$ cat src/rtl/instruction_fetch_pkg.sv
// Shared definitions for the fetch stage.
//   - Opcode encodings and instruction field positions used by every stage.
//   - Fetch FSM state encoding.
//   - is_jmp(): recognises the unconditional jump that fetch resolves locally.
package instruction_fetch_pkg;

    typedef enum logic [3:0] {
        OP_NOP = 4'h0,
        OP_JMP = 4'h1,
        OP_BLE = 4'h2,
        OP_ADD = 4'h3,
        OP_STO = 4'h4,
        OP_VGA = 4'h5,
        OP_LED = 4'h6
    } opcode_t;

    // Instruction field positions: op [27:24], dst [23:16], src1 [15:8], src0 [7:0]
    localparam int unsigned OP_HI   = 27;
    localparam int unsigned OP_LO   = 24;
    localparam int unsigned DST_HI  = 23;
    localparam int unsigned DST_LO  = 16;
    localparam int unsigned SRC1_HI = 15;
    localparam int unsigned SRC1_LO = 8;
    localparam int unsigned SRC0_HI = 7;
    localparam int unsigned SRC0_LO = 0;

    typedef enum logic [1:0] {
        FETCH_IDLE = 2'd0,
        FETCH_RUN  = 2'd1,
        FETCH_HALT = 2'd2
    } fetch_state_t;

    function automatic logic is_jmp(input logic [3:0] op);
        return op == OP_JMP;
    endfunction

endpackage

$ cat src/rtl/instruction_fetch_if.sv
// Fetch-stage bus: ROM address/data, the decode handshake slot and the
// execute redirect port.
//   master (fetch):  drives oAddress, oInstruction, oPC, oInstrValid
//                    receives iInstruction, iDecodeReady, iBranchTaken, iBranchTarget
//   slave  (ROM/decode/execute side): the mirror image
interface instruction_fetch_if #(
    parameter int unsigned ADDR_W  = 16,
    parameter int unsigned INSTR_W = 28
);
    logic [ADDR_W-1:0]  oAddress;
    logic [INSTR_W-1:0] iInstruction;
    logic [INSTR_W-1:0] oInstruction;
    logic [ADDR_W-1:0]  oPC;
    logic               oInstrValid;
    logic               iDecodeReady;
    logic               iBranchTaken;
    logic [ADDR_W-1:0]  iBranchTarget;

    modport master (
        output oAddress,
        input  iInstruction,
        output oInstruction,
        output oPC,
        output oInstrValid,
        input  iDecodeReady,
        input  iBranchTaken,
        input  iBranchTarget
    );

    modport slave (
        input  oAddress,
        output iInstruction,
        input  oInstruction,
        input  oPC,
        input  oInstrValid,
        output iDecodeReady,
        output iBranchTaken,
        output iBranchTarget
    );
endinterface

$ cat src/rtl/instruction_fetch_pc_next.sv
// Combinational next-PC selection.
//   pc            in  : current program counter
//   opcode        in  : op field of the ROM word at pc
//   jmp_dst       in  : dst field of the ROM word (JMP target)
//   branch_taken  in  : execute redirect
//   branch_target in  : redirect address
//   next_pc       out : redirect target > folded JMP target > pc+1 (wrapping)
module instruction_fetch_pc_next
    import instruction_fetch_pkg::*;
#(
    parameter int unsigned ADDR_W = 16
) (
    input  logic [ADDR_W-1:0] pc,
    input  logic [3:0]        opcode,
    input  logic [7:0]        jmp_dst,
    input  logic              branch_taken,
    input  logic [ADDR_W-1:0] branch_target,
    output logic [ADDR_W-1:0] next_pc
);
    always_comb begin
        next_pc = pc + ADDR_W'(1);
        if (branch_taken) begin
            next_pc = branch_target;
        end else if (is_jmp(opcode)) begin
            next_pc = ADDR_W'(jmp_dst);
        end
    end
endmodule

$ cat src/rtl/instruction_fetch.sv
// Fetch stage: owns the PC, addresses the combinational ROM and registers the
// returned word into a single valid/ready slot for decode. JMP is folded here
// (no bubble); execute redirects through iBranchTaken/iBranchTarget.
//   Clock    in  : rising-edge clock
//   Reset    in  : asynchronous active-low reset
//   iStart   in  : IDLE/HALT -> RUN
//   iHalt    in  : RUN -> HALT (wins over iStart)
//   oRunning out : registered, high while in RUN
//   bus          : ROM port, decode slot and redirect port (master side)
module instruction_fetch
    import instruction_fetch_pkg::*;
#(
    parameter int unsigned       ADDR_W   = 16,
    parameter int unsigned       INSTR_W  = 28,
    parameter logic [ADDR_W-1:0] RESET_PC = '0
) (
    input  logic                Clock,
    input  logic                Reset,
    input  logic                iStart,
    input  logic                iHalt,
    output logic                oRunning,
    instruction_fetch_if.master bus
);
    fetch_state_t       state;
    logic [ADDR_W-1:0]  pc;
    logic [ADDR_W-1:0]  next_pc;
    logic [INSTR_W-1:0] slot;
    logic [ADDR_W-1:0]  slot_pc;
    logic               slot_valid;
    logic               running;
    logic               advance;

    instruction_fetch_pc_next #(
        .ADDR_W (ADDR_W)
    ) u_pc_next (
        .pc            (pc),
        .opcode        (bus.iInstruction[OP_HI:OP_LO]),
        .jmp_dst       (bus.iInstruction[DST_HI:DST_LO]),
        .branch_taken  (bus.iBranchTaken),
        .branch_target (bus.iBranchTarget),
        .next_pc       (next_pc)
    );

    assign advance = (state == FETCH_RUN) && !bus.iBranchTaken &&
                     (!slot_valid || bus.iDecodeReady);

    always_ff @(posedge Clock or negedge Reset) begin
        if (!Reset) begin
            state      <= FETCH_IDLE;
            running    <= 1'b0;
            pc         <= RESET_PC;
            slot       <= '0;
            slot_pc    <= '0;
            slot_valid <= 1'b0;
        end else begin
            // running is assigned alongside state so it never lags it
            case (state)
                FETCH_IDLE: if (iStart) begin
                    state   <= FETCH_RUN;
                    running <= 1'b1;
                end
                FETCH_RUN: if (iHalt) begin
                    state   <= FETCH_HALT;
                    running <= 1'b0;
                end
                FETCH_HALT: if (iStart) begin
                    state   <= FETCH_RUN;
                    running <= 1'b1;
                end
                default: begin
                    state   <= FETCH_IDLE;
                    running <= 1'b0;
                end
            endcase

            if (bus.iBranchTaken) begin
                // squash the slot even if decode is ready; ROM word discarded
                pc         <= next_pc;
                slot_valid <= 1'b0;
            end else if (advance) begin
                slot       <= bus.iInstruction;
                slot_pc    <= pc;
                slot_valid <= 1'b1;
                pc         <= next_pc;
            end else if (bus.iDecodeReady && slot_valid) begin
                slot_valid <= 1'b0;
            end
        end
    end

    assign bus.oAddress     = pc;
    assign bus.oInstruction = slot;
    assign bus.oPC          = slot_pc;
    assign bus.oInstrValid  = slot_valid;
    assign oRunning         = running;

endmodule

$ cat src/flat_wrapper.sv
// flat-port wrapper written by rule: the top's interface ports become plain ports
module instruction_fetch_flat import instruction_fetch_pkg::*;
#(
    parameter int unsigned       ADDR_W   = 16,
    parameter int unsigned       INSTR_W  = 28,
    parameter logic [ADDR_W-1:0] RESET_PC = '0
)
  (Clock, Reset, iStart, iHalt, oRunning, bus_oAddress, bus_iInstruction, bus_oInstruction, bus_oPC, bus_oInstrValid, bus_iDecodeReady, bus_iBranchTaken, bus_iBranchTarget);
  instruction_fetch_if #(.ADDR_W(ADDR_W), .INSTR_W(INSTR_W)) bus_i ();
  input  logic Clock;
  input  logic Reset;
  input  logic iStart;
  input  logic iHalt;
  output logic oRunning;
  output wire logic [$bits(bus_i.oAddress)-1:0] bus_oAddress;
  input wire logic [$bits(bus_i.iInstruction)-1:0] bus_iInstruction;
  output wire logic [$bits(bus_i.oInstruction)-1:0] bus_oInstruction;
  output wire logic [$bits(bus_i.oPC)-1:0] bus_oPC;
  output wire logic [$bits(bus_i.oInstrValid)-1:0] bus_oInstrValid;
  input wire logic [$bits(bus_i.iDecodeReady)-1:0] bus_iDecodeReady;
  input wire logic [$bits(bus_i.iBranchTaken)-1:0] bus_iBranchTaken;
  input wire logic [$bits(bus_i.iBranchTarget)-1:0] bus_iBranchTarget;
  assign bus_oAddress = bus_i.oAddress;
  assign bus_i.iInstruction = bus_iInstruction;
  assign bus_oInstruction = bus_i.oInstruction;
  assign bus_oPC = bus_i.oPC;
  assign bus_oInstrValid = bus_i.oInstrValid;
  assign bus_i.iDecodeReady = bus_iDecodeReady;
  assign bus_i.iBranchTaken = bus_iBranchTaken;
  assign bus_i.iBranchTarget = bus_iBranchTarget;
  instruction_fetch #(.ADDR_W(ADDR_W), .INSTR_W(INSTR_W), .RESET_PC(RESET_PC)) u_core (.Clock(Clock), .Reset(Reset), .iStart(iStart), .iHalt(iHalt), .oRunning(oRunning), .bus(bus_i));
endmodule
$ cat config.mk
export PLATFORM = sky130hd
export DESIGN_NAME = instruction_fetch_flat
export DESIGN_NICKNAME = d
export VERILOG_FILES = /design/src/rtl/instruction_fetch_pkg.sv /design/src/rtl/instruction_fetch_if.sv /design/src/rtl/instruction_fetch_pc_next.sv /design/src/rtl/instruction_fetch.sv /design/src/flat_wrapper.sv
export SDC_FILE = /design/constraint.sdc
export NUM_CORES = 1
export LEC_CHECK = 0
export ABC_AREA = 1
export ABC_CLOCK_PERIOD_IN_PS = 2000
export CAP_MARGIN = 15
export CORE_MARGIN = 1.5
export CORE_UTILIZATION = 31
export CTS_BUF_LIST = sky130_fd_sc_hd__clkbuf_4
export DETAILED_ROUTE_END_ITERATION = 8
export GPL_ROUTABILITY_DRIVEN = 0
export PLACE_DENSITY = 0.57
export RECOVER_POWER = 25
export SLEW_MARGIN = 20
export SYNTH_ARGS = -nofsm -noshare
export SYNTH_HDL_FRONTEND = slang
export SYNTH_SLANG_ARGS = --single-unit
$ cat constraint.sdc
create_clock -name Clock -period 2 [get_ports Clock]
set_input_delay 0.4 -clock Clock [delete_from_list [all_inputs] [get_ports Clock]]
set_output_delay 0.4 -clock Clock [all_outputs]
set_load 0.02 [all_outputs]
* After elaboration in Yosys (flattened, before gate mapping) *
Index checks and enable logic that the tools add are counted.

word-level totals
  bits in read-only memories = 0
  register bits after elaboration = 64
  latch bits = 0
  output and inout port bits = 62
  input port bits = 50
  logic and storage cells = 38
  bits in writable memories = 0
  memories kept = 0

cells by class
  mux-type cells = 13
  equality and inequality tests = 5
  add/sub/neg operators = 1
  shift-type cells = 0
  $mul = 0
  reductions and logical operators = 12
  divide/modulo/power cells = 0
  magnitude comparators = 0
  bitwise operators = 1

operators with widths
  operator                 number
  $mux W16                 4
  $add A16 B1 Y16 const B  1
  $mux W1                  5
  $eq A4 B1 Y1 const B     1
  $mux W2                  2
  $pmux W2 S2              1
  $reduce_and A2 Y1        2
  $logic_and A1 B1 Y1      3
  $reduce_bool A3 Y1       1
  $eq A2 B1 Y1 const B     1
  $eq A2 B2 Y1 const B     1
  $logic_not A1 Y1         2
  $logic_not A2 Y1         1
  $ne A2 B1 Y1 const B     1
  $ne A2 B2 Y1 const B     1
  $pmux W1 S2              1
  $reduce_bool A2 Y1       1
  $reduce_or A2 Y1         1
  $logic_or A1 B1 Y1       1
  $not A1 Y1               1

* Depth between registers and ports, before layout *
  depth in word-level cells = 5
  mapped depth = 9

* By module *
A second synthesis with hierarchy kept.

unflattened totals
  cell total of the unflattened synthesis = 425
  area, all modules = 3,375.7 µm²

modules (own cells, without submodules)
  module                     times used  cells each  area each (µm²)
  instruction_fetch          1           280         2,681.3
  instruction_fetch_pc_next  1           145         694.4

* Least setup slack after synthesis *
Ideal clock, no wire load.

  path kind = reg-to-reg
  start point = reg u_core.pc[1], in the netlist u_core.bus.oAddress[1]
  end point = reg u_core.pc[14], in the netlist u_core.bus.oAddress[14]
  arrival = 1,306 ps
  clock period less this slack = 1,430 ps
  setup slack = 570 ps
  library setup time = 124 ps
  buffers on the path = 0
  cell stages (with the launch flop) = 9
  path through = dfrtp_1 ha_1 nand3_1 nor2_4 nand3_1 nand2_1 nand2_1 nand2_1 nand3_1

between the ends
  word-level cells in the longest chain between the ends = 5

ends and longest elaborated chain
  what                    RTL line                         RTL
  from (decl)             instruction_fetch.sv:25          logic [ADDR_W-1:0] pc;
  from (signal assigned)  instruction_fetch.sv:78          pc <= next_pc;
  from (signal assigned)  instruction_fetch.sv:84          pc <= next_pc;
  $add A16 B1 Y16 *       instruction_fetch_pc_next.sv:21  next_pc = pc + ADDR_W'(1);
  $mux W16 *              instruction_fetch_pc_next.sv:24  end else if (is_jmp(opcode)) begin
  $mux W16 *              instruction_fetch_pc_next.sv:22  if (branch_taken) begin
  $mux W16                instruction_fetch.sv:80          end else if (advance) begin
  $mux W16 *              instruction_fetch.sv:76          if (bus.iBranchTaken) begin

Every way passes the cells marked *; elsewhere a longest branch is shown, timed or not. The select of a mux whose other input is x is not followed.
A chain may end at the register's enable or synchronous reset.

* Worst setup path in the final report *
  start point = reg u_core.pc[7], in the netlist u_core.bus.oAddress[7]
  end point = out bus_oAddress[7]

RTL lines
  what       RTL line            RTL
  to (decl)  flat_wrapper.sv:15  output wire logic [$bits(bus_i.oAddress)-1:0] bus_oAddress;

No word-level cell between the ends.

==> impl_metrics.toml <==
[route]
wl_met1_um = 4295
vias_per_cell = 4.558
maxUsedRoutingLayer = "met4"
wl_met2_um = 3965
drtPass1Iterations = 4
ant_nets = 0
dr.first_iter.drc_count = 134
wl_met3_um = 550
drc = 0
wire_per_inst_um = 13.54
vias = 3004
wl_um = 8923

[synthesis]
synthesis.nets = 453
synthFlopType = "dfrtp_1"
synth_area_um2 = 3104
synth_seq_cells = 64
synth_edf_count = 0
ys_types = 22
seq_area_frac_synth_pct = 51.59
synth_cells = 402
ys_warn_count = 0
postSynth.asyncResetShare_pct = 100.0
syn_avg_cell_area_um2 = 7.722

[die]
dieArea_um2 = 10620
rows = 36
pin_count = 112
die_h_um = 103.1
core-area_um2 = 9729
initial_core_util_pct = 31.91
die_w_um = 103.1

[placed_design]
placed_area_um2 = 4379
pre_cts_ws_ps = 175.2
dp.final_hpwl_um = 6665
port_buffers = 111

[worst_setup_path]
crit_required_ps = 1600
worst-path-buf-inv = 1
reg2reg_depth = 8
cpLargestDelayFamily = "buffers and inverters"
crit_chain = "clkdlybuf4s50_1"
critPathKind = "register to primary output"
path_depth = 1
critPathCaptureType = "primary output"
cp_max_fo = 6
cp_data_arrival_time_ps = 1530
crit_path_start_kind = "register"
ff2ff_setup_slack_ps = 500
cpMaxStageDelayCell = "clkdlybuf4s50_1"
cpPeakStageDelay_ps = 650

[pwr]
pwr-share-comb_pct = 48.9
internal_power_mw = 3.926
p_clk_share_pct = 17.1
p_leak_nw = 2.233
p_sw_mw = 2.713
p_sw_share_pct = 40.87
p_per_area_nw_per_um2 = 1452
pwr-share-seq_pct = 33.9
irDropWorstVdd_uv = 681.0

[sta]
clock_skew_ps = 11.91
report.final.slew_viol_count = 0
relSlewSlack_pct = 23.01
fmax_mhz = 517.9
fin_setup_tns_ps = 0
worstMarginPinSlew_ps = 1155
post-route-min-period_ps = 1931
setup_viol = 0
final_hold_viol_count = 0
finalCritPeriodShare_pct = 96.55
rsz0062_at_grt = "false"
setup_slack_ps = 69.06

[clocking]
clk_pin_slew_ps = 110
cts_buffers = 9
root_buffer = "clkbuf_4"
cts_max_level = 3
clkSinkCount = 64
cts_buffer_depth = 2
cts_tree = "done"
clk_latency_ps = 420
cts_setup_buffers = 0

[layout]
final_common_cell = "nand2_1"
syn_to_final_growth_pct = 47.32
final_area_um2 = 4573
drive_gt1_share_pct = 8.175
fillers = 999
nets = 572
layout_common_cells = "168 x nand2_1, 105 x clkdlybuf4s50_1, 64 x dfrtp_1"
antenna_cells = 0

[min_path]
min_path_cells = 2
min_path_type = "register to register"

[global_routing]
grt_pass1_wl_um = 14010
grt_start_max_net_pins = 61
grt_pass1_vias = 2822
grt_overflow = 0
grtUsageTotal_pct = 17.30
antenna_found_initial = 0

[status]
status = "complete, no violations"

[run]
cap_viol_max_count = 0
-- synth_stat cells, types with 2 or more instances --
cell type,count,share of area [%]
a21oi_1,4,0.64
buf_2,9,1.5
buf_4,2,0.48
buf_6,4,1.5
dfrtp_1,64,52
inv_1,30,3.6
inv_2,6,0.73
nand2_1,168,20
nand2_2,3,0.60
nand3_1,26,4.2
nand4_1,16,3.2
nor2_1,25,3.0
nor2_2,2,0.40
nor2_4,3,1.1
o21ai_0,12,1.9
o21ai_1,20,3.2
or2_2,3,0.60
-- per-stage QoR --
step | hold slack (ps) | utilization (%) | total power, mW | std cells
after global placement | 384.9 | 45.01 | 5.535 | 642
after floorplan | 104.4 | - | 4.001 | 402
after CTS | 467.0 | 46.99 | 6.725 | 659
final | 480.5 | 47.00 | 6.639 | 659
after detailed placement | 386.4 | 45.01 | 5.577 | 642
after global routing | 500.6 | 47.00 | 7.104 | 659
-- tightest hold or removal path, cell delays in order (launching register included) --
cell     delay (ps)
dfrtp_1         360
nand2_1          50
nand2_1          50
-- what timing repair did --
item | CTS | global route
gates resized for setup | 0 | 4
hold endpoints to repair | 18 | 0
hold buffers | 1 | 0
endpoints found under the setup margin | 0 | 4
-- power by group through the flow --
stage	sequential (mW)	combinational, mW	clock (mW)
6_report	2.25	3.25	1.14
5_1_grt	2.33	3.55	1.22
4_1_cts	2.27	3.30	1.16
3_5_place_dp	2.29	3.29	0
3_3_place_gp	2.27	3.26	0
2_1_floorplan	2.88	1.12	0
-- logic make-up after synthesis --
group | count (synthesis) | synth area share, %
flip-flops | 64 | 51.59
buffers and inverters | 51 | 7.738
AO/OA/AOI/OAI | 38 | 6.248
AND/OR/NAND/NOR | 248 | 34.02
adder cells (fa/ha/maj) | 1 | 0.4030
-- sequential cells by signal (all words and copies together), names as in the netlist --
register,flops
u_core.bus.oAddress,16
u_core.bus.oInstruction,28
u_core.state,2
u_core.bus.oInstrValid,1
u_core.oRunning,1
u_core.bus.oPC,16
-- final timing paths --
kind                                                              from                                       to
worst min-delay path            u_core.bus.oInstruction[4]$_DFFE_PN0P_   u_core.bus.oInstruction[4]$_DFFE_PN0P_
max in group asynchronous                                        Reset  u_core.bus.oInstruction[23]$_DFFE_PN0P_
worst max register to register      u_core.bus.oAddress[1]$_DFFE_PN0P_      u_core.bus.oAddress[12]$_DFFE_PN0P_
min in group asynchronous                                        Reset  u_core.bus.oInstruction[19]$_DFFE_PN0P_
worst min register to register  u_core.bus.oInstruction[4]$_DFFE_PN0P_   u_core.bus.oInstruction[4]$_DFFE_PN0P_
worst max-delay path                u_core.bus.oAddress[7]$_DFFE_PN0P_                          bus_oAddress[7]
-- cell type report --
| cell class | count | area [µm²] | area share (%) |
|---|---|---|---|
| Inverter | 36 | 135.1 | 2.955 |
| Clock inverter | 6 | 107.6 | 2.353 |
| Clock buffer | 10 | 75.07 | 1.642 |
| Timing Repair Buffer | 123 | 1232 | 26.95 |
| Sequential cell | 64 | 1602 | 35.02 |
| Multi-Input combinational cell | 287 | 1255 | 27.44 |
| Tap cell | 133 | 166.4 | 3.639 |
-- per-layer routing --
layer | GRT usage, % | up-vias
met5 | 0 | -
met4 | 6.653 | 0
met3 | 4.339 | 9
met2 | 27.18 | 101
met1 | 23.03 | 1378
li1 | - | 1516
Note: power is estimated with default switching activity, not from simulation.
